--- config.mk ---
export PLATFORM = sky130hd
export DESIGN_NAME = tx_serializer_flat
export DESIGN_NICKNAME = d
export VERILOG_FILES = /design/src/rtl/tx_serializer_if.sv /design/src/rtl/tx_serializer.sv /design/src/flat_wrapper.sv
export SDC_FILE = /design/constraint.sdc
export NUM_CORES = 1
export LEC_CHECK = 0
export ABC_AREA = 1
export ABC_CLOCK_PERIOD_IN_PS = 1600
export BUFFER_PORTS_ARGS = -buffer_cell sky130_fd_sc_hd__buf_4
export CAP_MARGIN = 5
export CORE_MARGIN = 5
export CORE_UTILIZATION = 55
export DETAILED_ROUTE_END_ITERATION = 7
export GPL_ROUTABILITY_DRIVEN = 0
export PLACE_DENSITY = 0.81
export SLEW_MARGIN = 20
export SYNTH_ARGS = -nofsm -noshare
export SYNTH_HDL_FRONTEND = slang
export SYNTH_SLANG_ARGS = --single-unit
--- constraint.sdc ---
create_clock -name CLK -period 1.6 [get_ports CLK]
set_input_delay 0.08 -clock CLK [delete_from_list [all_inputs] [get_ports CLK]]
set_output_delay 0.08 -clock CLK [all_outputs]
set_load 0.01 [all_outputs]
--- src/rtl/tx_serializer_if.sv ---
// Parallel-load / transmit handshake between the access controller and tx_serializer.
interface tx_serializer_if #(
    parameter int unsigned DATA_WIDTH = 8
);
    logic [DATA_WIDTH-1:0] DIN;
    logic                  PARALLEL_LOAD;
    logic                  Tx_DATA;
    logic                  TX_OUT;
    logic                  BUSY;
    logic                  Tx_DONE;

    modport master (
        output DIN, PARALLEL_LOAD, Tx_DATA,
        input  TX_OUT, BUSY, Tx_DONE
    );

    modport slave (
        input  DIN, PARALLEL_LOAD, Tx_DATA,
        output TX_OUT, BUSY, Tx_DONE
    );
endinterface

--- src/rtl/tx_serializer.sv ---
// Framed LSB-first serial transmitter: start bit, payload, optional even parity, stop bit.
// Optional feature: define TX_PARITY_EN to insert an even-parity bit between data and stop.
module tx_serializer #(
    parameter int unsigned DATA_WIDTH   = 8,
    parameter int unsigned CLKS_PER_BIT = 1
) (
    input  logic            CLK,
    input  logic            RESET,
    tx_serializer_if.slave  bus
);
    localparam int unsigned BIT_W = $clog2(DATA_WIDTH + 1);
    localparam int unsigned CNT_W = (CLKS_PER_BIT > 1) ? $clog2(CLKS_PER_BIT) : 1;

    typedef enum logic [2:0] {
        IDLE   = 3'd0,
        START  = 3'd1,
        DATA   = 3'd2,
`ifdef TX_PARITY_EN
        PARITY = 3'd3,
`endif
        STOP   = 3'd4,
        DONE   = 3'd5
    } state_t;

    state_t                state;
    logic [DATA_WIDTH-1:0] hold;
    logic [DATA_WIDTH-1:0] shift;
    logic [BIT_W-1:0]      bit_idx;
    logic [CNT_W-1:0]      cnt;
    logic                  tx_out;
    logic                  busy;
    logic                  done;
`ifdef TX_PARITY_EN
    logic                  parity;
`endif

    logic [DATA_WIDTH-1:0] start_word;
    logic [DATA_WIDTH-1:0] shift_nxt;
    logic                  last_tick;

    // A load in the same cycle as a start goes straight into the frame
    assign start_word = bus.PARALLEL_LOAD ? bus.DIN : hold;
    assign shift_nxt  = shift >> 1;
    assign last_tick  = (cnt == CNT_W'(CLKS_PER_BIT - 1));

    always_ff @(posedge CLK or posedge RESET) begin
        if (RESET) begin
            state   <= IDLE;
            hold    <= '0;
            shift   <= '0;
            bit_idx <= '0;
            cnt     <= '0;
            tx_out  <= 1'b1;
            busy    <= 1'b0;
            done    <= 1'b0;
`ifdef TX_PARITY_EN
            parity  <= 1'b0;
`endif
        end else begin
            done <= 1'b0;
            case (state)
                IDLE, DONE: begin
                    state  <= IDLE;
                    tx_out <= 1'b1;
                    busy   <= 1'b0;
                    if (bus.PARALLEL_LOAD) hold <= bus.DIN;
                    if (bus.Tx_DATA) begin
                        shift  <= start_word;
                        state  <= START;
                        tx_out <= 1'b0;
                        busy   <= 1'b1;
                        cnt    <= '0;
`ifdef TX_PARITY_EN
                        parity <= ^start_word;
`endif
                    end
                end
                START: begin
                    if (last_tick) begin
                        cnt     <= '0;
                        bit_idx <= '0;
                        state   <= DATA;
                        tx_out  <= shift[0];
                    end else begin
                        cnt <= cnt + CNT_W'(1);
                    end
                end
                DATA: begin
                    if (last_tick) begin
                        cnt   <= '0;
                        shift <= shift_nxt;
                        if (bit_idx == BIT_W'(DATA_WIDTH - 1)) begin
`ifdef TX_PARITY_EN
                            state  <= PARITY;
                            tx_out <= parity;
`else
                            state  <= STOP;
                            tx_out <= 1'b1;
`endif
                        end else begin
                            bit_idx <= bit_idx + BIT_W'(1);
                            tx_out  <= shift_nxt[0];
                        end
                    end else begin
                        cnt <= cnt + CNT_W'(1);
                    end
                end
`ifdef TX_PARITY_EN
                PARITY: begin
                    if (last_tick) begin
                        cnt    <= '0;
                        state  <= STOP;
                        tx_out <= 1'b1;
                    end else begin
                        cnt <= cnt + CNT_W'(1);
                    end
                end
`endif
                STOP: begin
                    if (last_tick) begin
                        cnt    <= '0;
                        state  <= DONE;
                        busy   <= 1'b0;
                        done   <= 1'b1;
                        tx_out <= 1'b1;
                    end else begin
                        cnt <= cnt + CNT_W'(1);
                    end
                end
                default: begin
                    state  <= IDLE;
                    tx_out <= 1'b1;
                    busy   <= 1'b0;
                end
            endcase
        end
    end

    assign bus.TX_OUT  = tx_out;
    assign bus.BUSY    = busy;
    assign bus.Tx_DONE = done;
endmodule

--- src/flat_wrapper.sv ---
// flat-port wrapper written by rule: the top's interface ports become plain ports
module tx_serializer_flat 
#(
    parameter int unsigned DATA_WIDTH   = 8,
    parameter int unsigned CLKS_PER_BIT = 1
)
  (CLK, RESET, bus_DIN, bus_PARALLEL_LOAD, bus_Tx_DATA, bus_TX_OUT, bus_BUSY, bus_Tx_DONE);
  tx_serializer_if #(.DATA_WIDTH(DATA_WIDTH)) bus_i ();
  input  logic CLK;
  input  logic RESET;
  input wire logic [$bits(bus_i.DIN)-1:0] bus_DIN;
  input wire logic [$bits(bus_i.PARALLEL_LOAD)-1:0] bus_PARALLEL_LOAD;
  input wire logic [$bits(bus_i.Tx_DATA)-1:0] bus_Tx_DATA;
  output wire logic [$bits(bus_i.TX_OUT)-1:0] bus_TX_OUT;
  output wire logic [$bits(bus_i.BUSY)-1:0] bus_BUSY;
  output wire logic [$bits(bus_i.Tx_DONE)-1:0] bus_Tx_DONE;
  assign bus_i.DIN = bus_DIN;
  assign bus_i.PARALLEL_LOAD = bus_PARALLEL_LOAD;
  assign bus_i.Tx_DATA = bus_Tx_DATA;
  assign bus_TX_OUT = bus_i.TX_OUT;
  assign bus_BUSY = bus_i.BUSY;
  assign bus_Tx_DONE = bus_i.Tx_DONE;
  tx_serializer #(.DATA_WIDTH(DATA_WIDTH), .CLKS_PER_BIT(CLKS_PER_BIT)) u_core (.CLK(CLK), .RESET(RESET), .bus(bus_i));
endmodule
==> results of run 1 <==
==> cells in the mapped netlist, types with 2 or more instances <==
cell | instances | area (um^2)
nand3_2 | 2 | 20.0
nor2_2 | 2 | 12.5
nor2_1 | 5 | 18.8
inv_2 | 4 | 15.0
buf_4 | 2 | 15.0
dfrtp_1 | 25 | 626
inv_1 | 6 | 22.5
buf_2 | 3 | 15.0
o21ai_0 | 2 | 10.0
nand4_1 | 2 | 12.5
nand3_1 | 19 | 95.1
nand2_1 | 100 | 375
==> path summary, 6_finish.rpt <==
| path | start | to | slack (ps) | cells past startpoint |
|---|---|---|---|---|
| max in group asynchronous | RESET | u_core.bus.TX_OUT$_DFF_PP1_ | 730 | 4 |
| worst min-delay path | bus_Tx_DATA | u_core.bus.TX_OUT$_DFF_PP1_ | 30 | 3 |
| worst max register to register | u_core.state[2]$_DFFE_PP0P_ | u_core.hold[6]$_DFFE_PP0N_ | 220 | 7 |
| worst min register to register | u_core.hold[2]$_DFFE_PP0N_ | u_core.hold[2]$_DFFE_PP0N_ | 490 | 2 |
| worst max-delay path | u_core.state[2]$_DFFE_PP0P_ | u_core.hold[6]$_DFFE_PP0N_ | 220 | 7 |
| min in group asynchronous | RESET | u_core.hold[7]$_DFFE_PP0N_ | 260 | 3 |
==> power by group through the flow <==
| stage | Clock [mW] | Combinational [mW] | Sequential [mW] |
|---|---|---|---|
| floorplan | 0 | 0.867 | 1.10 |
| global placement | 0 | 1.10 | 1.10 |
| detailed placement | 0 | 1.15 | 1.13 |
| CTS | 0.455 | 1.16 | 1.11 |
| global route | 0.484 | 1.34 | 1.15 |
| finish | 0.452 | 1.15 | 1.12 |
==> cells by family after synthesis <==
logic type | count (synthesis) | share of synthesized area [%]
simple gates | 134 | 42.4
flops | 26 | 49.4
buf+inv | 16 | 5.41
compound gates | 4 | 1.80
fa+ha+maj | 1 | 0.949
==> worst reg2reg max path: stages (launching register included) <==
cell     delay [ps]
dfrtp_1         420
inv_2           100
nand2_1          80
nand2_1         100
buf_4           180
nand2_1         200
nand2_1         120
nand2_1          70
==> layout make-up <==
type | count | area (um^2)
Fill cell | 188 | 737
Clock inverter | 1 | 30.0
Multi-Input combinational cell | 139 | 596
Tap cell | 28 | 35.0
Timing Repair Buffer | 19 | 145
Inverter | 10 | 37.5
Clock buffer | 3 | 22.5
Sequential cell | 26 | 652
==> registers in the layout (all words and copies together), names as in the netlist <==
signal / flops
u_core.bus.TX_OUT: 1
u_core.bit_idx: 4
u_core.shift: 8
u_core.hold: 8
u_core.bus.Tx_DONE: 1
u_core.state: 3
u_core.bus.BUSY: 1
==> metal layers <==
metal	global-route usage (%)	vias up
met4	7.77	0
li1	-	600
met2	30.3	26
met3	3.95	7
met1	22.6	532
met5	0	-
==> through the flow <==
step / util [%] / cell area (um^2) / setup slack, ps / power (mW)
2_1_floorplan: - / 1320 / 437 / 1.96
3_3_place_gp: 64.5 / 1460 / 348 / 2.21
3_5_place_dp: 64.5 / 1460 / 286 / 2.27
4_1_cts: 67.3 / 1520 / 233 / 2.73
5_1_grt: 67.3 / 1520 / 97.6 / 2.97
6_report: 67.3 / 1520 / 224 / 2.72
==> metrics.cfg, run 1 <==
[status]
status = complete, no violations

[synth]
avgSynthCellArea_um2 = 7.29
ys_types = 21
synth_nets = 194
netlist_area_um2 = 1320
async_flop_share_pct = 100
synth_warnings = 0
synthFlopType = dfrtp_1
synth_edf_count = 0
yosys_register_bits = 26
seq_area_frac_synth_pct = 49.4
synthCells = 181

[cells_and_area]
fin_cells = 226
diodes = 0
drive_gt1_share_pct = 17.2
nNetsFinal = 212
final_cell_mix = nand2_1 (100), dfrtp_1 (25), nand3_1 (19)
layout_commonest_cell = nand2_1
area_delta_synth_final_pct = 15.1

[critical_path]
crit_family = simple AND/OR/NAND/NOR gates
crit_top_cell = nand2_1
crit_chain = inv_2, nand2_1, nand2_1, buf_4, nand2_1, nand2_1, nand2_1
worstPathArrival_ps = 1600
cp_slowest_cell = dfrtp_1
crit_type = reg -> reg
max_stage_delay_ps = 420
required_ps = 1820
cp_num_buf_inv = 2
setup.worst_path.start_class = flop
crit_fanout = 11
crit_path_end_kind = flop

[clock_network]
path_clk_slew_ps = 140
cts_setup_buffers = 0
cts_tree = done
clock-sinks = 26
insertion_delay_ps = 320
clockBufferDepth = 2
hold_buffers = 1
cts_root_buf = clkbuf_4
htreeDepth = 1
ctsResizeCount = 0
numCtsBuffers = 3

[power_and_ir_drop]
p_switching_mw = 1.12
combPwrFrac_pct = 42.4
pwr_density_cell_nw_per_um2 = 1790
clkPwrFrac_pct = 16.6
cellLeakagePower_nw = 0.880
irDropWorstVdd_mv = 1.09
swShare_pct = 41.0
internal_power_mw = 1.61
p_seq_share_pct = 41.0

[grt]
grt_pass1_vias = 1215
grt_first_pass_wirelength_um = 4910
antenna_found_initial = 0
grt-ovfl-total = 0
grt_max_degree = 19
grt_usage_pct = 18.2

[floorplanning]
die_h_um = 59.0
core_area_um2 = 2250
top_level_ports = 15
die-area_um2 = 3480
die_w_um = 59.0
std_cell_rows = 17
start_util_pct = 58.5

[flow_run]
max_cap_viol_count = 0

[route]
dr.max_layer_used = met4
drcViolationCount = 0
wl_met3_um = 119
met1_length_um = 1220
finalWirelength_um = 2720
dr.pass1.iters = 4
drt_iter0_markers = 75
ant_nets = 0
wl_per_cell_um = 12.0
viasPerCell = 5.15
wl_met2_um = 1340
dr_total_vias = 1165

[timing]
maxSlewViolCount = 0
fin_crit_ps = 1380
fmax_ghz = 0.727
final_hold_viol_count = 0
finalSetupViolCount = 0
min_period_over_period_pct = 86.0
setup_tns_ps = 0
rsz0062_at_grt = false
worst_pin_slew_ps = 341
relSlewSlack_pct = 77.2
fin_worst_skew_ps = 3.63
hold_slack_ps = 26.7

[place]
port_buffers = 14
placed_cells = 221
place_hpwl_um = 2030

[worst_hold_path]
min-delay-path-class = in -> reg

No activity file was read; power rests on OpenSTA's default activity.
==> run 2, diff against run 1 <==
- GPL_TIMING_DRIVEN: default -> 0
==> run 2 against run 1 <==
Hold slack improved by 87 ps. Utilization increased by 0.28 points. Clock-buffer cell count unchanged. Worst setup slack improved by 120 ps. First-iteration DRC count shrank 48%. Final cell count increased by 0.88%. Critical endpoint is now u_core.bit_idx[3]$_DFFE_PP0P_.
==> metrics.cfg, run 2 (synthesis gave the netlist of run 1 again) <==
[status]
status = complete, no violations

[critical_path]
worstPathArrival_ps = 1500  ; -100 ps
crit_type = reg -> reg
cp_slowest_cell = dfrtp_1
crit_chain = ha_1, nand2_1, nor2_2, nor2_1, nor2_2, nand2_1, nand2_1
ff2ff_path_depth = 7  ; unchanged
crit_fanout = 5  ; -6
setup.worst_path.start_class = flop
crit_path_end_kind = flop
regToRegSetupSlack_ps = 340  ; +120 ps
r2r_end = u_core.bit_idx[3]$_DFFE_PP0P_
max_stage_delay_ps = 450  ; +30 ps
crit_top_cell = nand2_1
required_ps = 1840  ; +20 ps
r2r-start = u_core.bit_idx[0]$_DFFE_PP0P_
cp_num_buf_inv = 0  ; -2
crit_family = simple AND/OR/NAND/NOR gates

[timing]
fin_crit_ps = 1260  ; -118 ps
min_period_over_period_pct = 78.6  ; -7.4 points
hold_slack_ps = 113  ; +86.8 ps
worst_pin_slew_ps = 915  ; +574 ps
maxSlewViolCount = 0  ; unchanged
setup_tns_ps = 0  ; unchanged
relSlewSlack_pct = 38.6  ; -39 points
fmax_ghz = 0.795  ; +9.4%
rsz0062_at_grt = false
finalSetupViolCount = 0  ; unchanged
final_hold_viol_count = 0  ; unchanged
fin_ws_ps = 342  ; +118 ps
fin_worst_skew_ps = 9.11  ; +5.48 ps

[grt]
grt_first_pass_wirelength_um = 4720  ; -3.9%
grt_usage_pct = 17.3  ; -0.91 points
grt-ovfl-total = 0  ; unchanged
grt_pass1_vias = 1152  ; -5.2%
grt_max_degree = 27  ; +8
antenna_found_initial = 0  ; unchanged

[route]
drt_iter0_markers = 39  ; -48%
viasPerCell = 5.21  ; +1.1%
finalWirelength_um = 2640  ; -2.9%
drcViolationCount = 0  ; unchanged
ant_nets = 0  ; unchanged
dr_total_vias = 1188  ; +2.0%
wl_per_cell_um = 11.6  ; -3.8%
dr.pass1.iters = 4  ; unchanged

[power_and_ir_drop]
p_seq_share_pct = 40.5  ; -0.5 points
internal_power_mw = 1.61  ; about the same
clkPwrFrac_pct = 16.6  ; about the same
irDropWorstVdd_mv = 0.965  ; -11%
p_switching_mw = 1.12  ; about the same
combPwrFrac_pct = 42.9  ; +0.5 points
pwr_density_cell_nw_per_um2 = 1790  ; -0.41%
swShare_pct = 41.0  ; about the same
cellLeakagePower_nw = 0.877  ; -0.28%

[worst_hold_path]
holdPathStages = 5  ; +2
min_to = u_core.hold[6]$_DFFE_PP0N_
min-delay-path-class = in -> reg
hp-start = bus_DIN[6]

[cells_and_area]
design_area_um2 = 1520  ; +0.41%
fin_cells = 228  ; +0.88%
diodes = 0  ; unchanged
drive_gt1_share_pct = 17.0  ; -0.17 points
reg_top3 = u_core.hold (8), u_core.shift (8), u_core.bit_idx (4)
layout_commonest_cell = nand2_1
final_cell_mix = nand2_1 (100), dfrtp_1 (25), nand3_1 (19)
area_delta_synth_final_pct = 15.6
nNetsFinal = 214  ; +0.94%

[clock_network]
clock-sinks = 26  ; unchanged
numCtsBuffers = 3  ; unchanged
htreeDepth = 1  ; unchanged
cts_root_buf = clkbuf_4
clockBufferDepth = 2  ; unchanged
path_clk_slew_ps = 150  ; about the same
insertion_delay_ps = 320  ; about the same
cts_tree = done

[floorplanning]
die_h_um = 59.0  ; unchanged
die-area_um2 = 3480  ; unchanged
core_area_um2 = 2250  ; unchanged
std_cell_rows = 17  ; unchanged
start_util_pct = 58.5  ; unchanged
top_level_ports = 15  ; unchanged
die_w_um = 59.0  ; unchanged

[place]
place_hpwl_um = 1850  ; -9.0%
placed_area_um2 = 1450  ; -0.26%
pre_cts_ws_ps = 356  ; +69.7 ps
placed_cells = 222  ; +0.45%
port_buffers = 13  ; -1

[flow_run]
max_cap_viol_count = 0  ; unchanged

[run 2: cell types whose count changed in the layout (fill, tap and decap cells not counted), sizes merged]
| cell | change |
|---|---|
| inv | -1 |
| clkinv | +1 |
| dlygate4sd3 | +1 |
| clkbuf | +1 |
[run 2: final cells by class]
| type | instances | area [um^2] |
|---|---|---|
| fillers | 195 | 731 |
| flip-flops and latches | 26 | 652 |
| multi-input cells | 139 | 596 |
| repair buffers | 15 | 118 |
| inverters | 10 | 37.5 |
| well taps | 28 | 35.0 |
| plain buffers | 6 | 33.8 |
| clock inverters | 1 | 30.0 |
| clock buffers | 3 | 22.5 |
[run 2: worst max path at each step]
stage | startpoint | to | slack (ps) | cells past startpoint
after CTS | u_core.bit_idx[0]$_DFFE_PP0P_ | u_core.bit_idx[3]$_DFFE_PP0P_ | 340 | 7
final | u_core.bit_idx[0]$_DFFE_PP0P_ | u_core.bit_idx[3]$_DFFE_PP0P_ | 340 | 7
after detailed placement | u_core.bit_idx[0]$_DFFE_PP0P_ | u_core.bit_idx[3]$_DFFE_PP0P_ | 360 | 7
after floorplan | u_core.bit_idx[0]$_DFFE_PP0P_ | u_core.bit_idx[3]$_DFFE_PP0P_ | 440 | 7
after global placement | u_core.bit_idx[0]$_DFFE_PP0P_ | u_core.bit_idx[0]$_DFFE_PP0P_ | 370 | 7
after global routing | u_core.bit_idx[0]$_DFFE_PP0P_ | u_core.bit_idx[3]$_DFFE_PP0P_ | 160 | 7
[run 2: what timing repair did]
item,in CTS,in global routing
hold endpoints to repair,23,1
gates resized for setup,0,0
setup endpoints to repair,0,0
hold buffers,1,1
buffers inserted,0,0
[run 2: worst register-to-register path, stage by stage (launching register included)]
cell     delay [ps]
dfrtp_1         450
ha_1            220
nand2_1         100
nor2_2           60
nor2_1          170
nor2_2           70
nand2_1          60
nand2_1          50
[run 2: metal layers]
layer	wire length, um	vias to the layer above	global-route usage, %
met4	31	0	8.41
li1	-	604	-
met2	1250	31	29.3
met5	0	-	0
met1	1240	549	21.1
met3	124	4	2.85
[run 2: through the flow]
stage / total power [mW] / util, %
2_1_floorplan: 1.96 / -
3_3_place_gp: 2.22 / 64.4
3_5_place_dp: 2.27 / 64.4
4_1_cts: 2.73 / 67.1
5_1_grt: 2.97 / 67.6
6_report: 2.72 / 67.6
[run 2: power groups by stage]
stage | clock network, mW | logic, mW | registers, mW
6_report | 0.452 | 1.17 | 1.10
3_5_place_dp | 0 | 1.16 | 1.11
5_1_grt | 0.497 | 1.34 | 1.13
3_3_place_gp | 0 | 1.12 | 1.10
2_1_floorplan | 0 | 0.867 | 1.10
4_1_cts | 0.468 | 1.17 | 1.10
==> run 3, diff against run 2 <==
- ABC_AREA: 1 -> 0
- ABC_CLOCK_PERIOD_IN_PS: 1600 -> 1150
- CORE_UTILIZATION: 55 -> 52
- PLACE_DENSITY: 0.81 -> 0.8
- clock period: 1.6 -> 1.15 ns (I/O delays scaled with it)
==> run 3 against run 2 <==
The run now ends with setup timing left. Register-to-register slack worse by 860 ps. Sequential share of layout area is 9.9 points lower. Hold slack got worse by 13 ps. Clock power up 4.9%. Critical endpoint is now u_core.shift[2]$_DFFE_PP0P_.
==> metrics.cfg, run 3 <==
[synth]
seq_area_frac_synth_pct = 44.4  ; -5.0 points
ys_types = 35  ; +67%
synth_edf_count = 0  ; unchanged
yosys_register_bits = 26  ; unchanged
synthFlopType = dfrtp_1
async_flop_share_pct = 100  ; unchanged
synth_warnings = 0  ; unchanged
synthCells = 116  ; -36%
synth_area_leaders = dfrtp_1 (43%), mux2_4 (14%), mux2_2 (12%)
synth_nets = 129  ; -34%
avgSynthCellArea_um2 = 12.7  ; +74%
synthTopCellsByCount = dfrtp_1 (25), mux2_2 (16), mux2_4 (14)
synth_top_area_cell = dfrtp_1
netlist_area_um2 = 1470  ; +11%
yosysTopAreaCellShare_pct = 42.6  ; -4.8 points
synth_most_common_cell = dfrtp_1

[clock_network]
insertion_delay_ps = 330  ; about the same
numCtsBuffers = 3  ; unchanged
cts_root_buf = clkbuf_4
htreeDepth = 1  ; unchanged
clock-sinks = 26  ; unchanged
path_clk_slew_ps = 150  ; about the same
cts_tree = done
clockBufferDepth = 2  ; unchanged

[grt]
antenna_found_initial = 0  ; unchanged
grt_usage_pct = 18.0  ; +0.72 points
grt_max_degree = 27  ; unchanged
grt-ovfl-total = 0  ; unchanged
grt_pass1_vias = 1168  ; +1.4%
grt_first_pass_wirelength_um = 5720  ; +21%

[timing]
worst_pin_slew_ps = 937  ; +21.9 ps
maxSlewViolCount = 0  ; unchanged
finalSetupViolCount = 25  ; +25
rsz0062_at_grt = true
fin_crit_ps = 1660  ; +406 ps
final_hold_viol_count = 0  ; unchanged
relSlewSlack_pct = 37.1  ; -1.5 points
fin_worst_skew_ps = 9.50  ; +0.390 ps
min_period_over_period_pct = 145  ; +66 points
fin_ws_ps = -514  ; -856 ps
fmax_ghz = 0.601  ; -24%
hold_slack_ps = 100  ; -13.2 ps

[critical_path]
required_ps = 1390  ; -450 ps
crit_chain = or3b_4, buf_6, mux2_4, mux2_4
cp_num_buf_inv = 1  ; +1
cp-startpoint = u_core.state[0]$_DFFE_PP0P_
cp_slowest_cell = dfrtp_1
crit_fanout = 5  ; unchanged
r2r-start = u_core.state[0]$_DFFE_PP0P_
crit_path_end_kind = flop
worstPathArrival_ps = 1900  ; +400 ps
crit_top_cell = mux2_4
crit_family = multiplexers
setup.worst_path.start_class = flop
max_stage_delay_ps = 430  ; -20 ps
crit_type = reg -> reg

[floorplanning]
top_level_ports = 15  ; unchanged
die-area_um2 = 3980  ; +15%
std_cell_rows = 19  ; +2
core_area_um2 = 2730  ; +21%
die_w_um = 63.1  ; +7.1%
die_h_um = 63.1  ; +7.1%
start_util_pct = 53.7  ; -4.8 points

[route]
ant_nets = 0  ; unchanged
viasPerCell = 6.09  ; +17%
dr_total_vias = 1121  ; -5.6%
wl_met2_um = 1750  ; +40%
dr.max_layer_used = met4
drcViolationCount = 0  ; unchanged
wl_met3_um = 144  ; +16%
drt_iter0_markers = 33  ; -15%
met1_length_um = 1460  ; +18%
finalWirelength_um = 3490  ; +32%
dr.pass1.iters = 4  ; unchanged
wl_per_cell_um = 19.0  ; +64%

[worst_hold_path]
hp-start = bus_DIN[3]
min-delay-path-class = in -> reg

[cells_and_area]
diodes = 0  ; unchanged
layout_commonest_cell = dfrtp_1
final_cell_mix = dfrtp_1 (25), buf_4 (20), mux2_2 (15), mux2_4 (15), buf_6 (11)
drive_gt1_share_pct = 59.5  ; +42 points
reg_top3 = u_core.hold (8), u_core.shift (8), u_core.bit_idx (4)
nNetsFinal = 167  ; -22%
area_delta_synth_final_pct = 35.0
fillers = 166  ; -15%
final_util_pct = 72.4  ; +4.9 points

[power_and_ir_drop]
pwr_density_cell_nw_per_um2 = 2540  ; +42%
irDropWorstVdd_mv = 1.80  ; +86%
cellLeakagePower_nw = 0.907  ; +3.4%

[place]
place_hpwl_um = 1970  ; +6.7%
port_buffers = 13  ; unchanged

[status]
status = finished with violations
violations = setup timing

[flow_run]
max_cap_viol_count = 0  ; unchanged

## run 3: worst register-to-register path: stages, from the launching register on
cell and delay (ps):
dfrtp_1 430, or3b_4 430, buf_6 160, mux2_4 310, mux2_4 260
## run 3: power breakdown
group	leakage [nW]	switching (mW)	internal [mW]
Combinational	0.570	1.11	1.80
Sequential	0.316	0.298	1.35
Clock	0.0210	0.280	0.194
Total	0.907	1.69	3.34
## run 3: stage by stage
stage | total power [mW] | worst slack (ps) | setup TNS [ps] | cell area, um^2 | cells
global route | 5.34 | -550 | -9490 | 1980 | 184
CTS | 4.69 | -572 | -9200 | 1890 | 179
detailed placement | 3.78 | -595 | -10730 | 1620 | 160
finish | 5.03 | -514 | -8140 | 1980 | 184
global placement | 3.65 | -544 | -9860 | 1620 | 160
floorplan | 3.35 | -490 | -7390 | 1480 | 116
## run 3: repair_timing
action / 4_1_cts / 5_1_grt
gates resized for setup: 31 / 13
hold buffers: 4 / 1
cloned: 2 / 0
pin swaps: 9 / 9
endpoints found under the setup margin: 26 / 26
setup buffers: 9 / 5
hold endpoints to repair: 29 / 25
## run 3: path summary, 6_finish.rpt
path,end,slack [ps],cells past startpoint
max,u_core.shift[2]$_DFFE_PP0P_,-510,4
min,u_core.hold[3]$_DFFE_PP0N_,100,3
max reg2reg,u_core.shift[2]$_DFFE_PP0P_,-510,4
min reg2reg,u_core.hold[3]$_DFFE_PP0N_,530,1
max in group asynchronous,u_core.hold[5]$_DFFE_PP0N_,350,3
min in group asynchronous,u_core.hold[1]$_DFFE_PP0N_,350,3
## run 3: cell type report
class / count / area, um^2 / share of cell area (%)
flip-flops and latches: 26 / 652 / 32.9
repair buffers: 34 / 313 / 15.8
plain buffers: 7 / 78.8 / 3.98
multi-input cells: 80 / 855 / 43.1
inverters: 2 / 7.51 / 0.379
well taps: 31 / 38.8 / 1.96
clock buffers: 4 / 36.3 / 1.83
## run 3: kinds of logic (layout without fill, tap and decap cells)
kind of cell / Yosys count / after routing / synth area share [%]
fa+ha+maj: 1 / 1 / 0.852
compound gates: 15 / 15 / 8.27
flops: 26 / 26 / 44.4
mux: 33 / 33 / 28.6
simple gates: 31 / 31 / 14.1
buf+inv: 10 / 47 / 3.75
## run 3: layer usage
metal	GRT usage, %	vias up
li1	-	502
met1	20.5	577
met2	31.4	27
met3	3.73	15
met4	9.02	0
met5	0	-
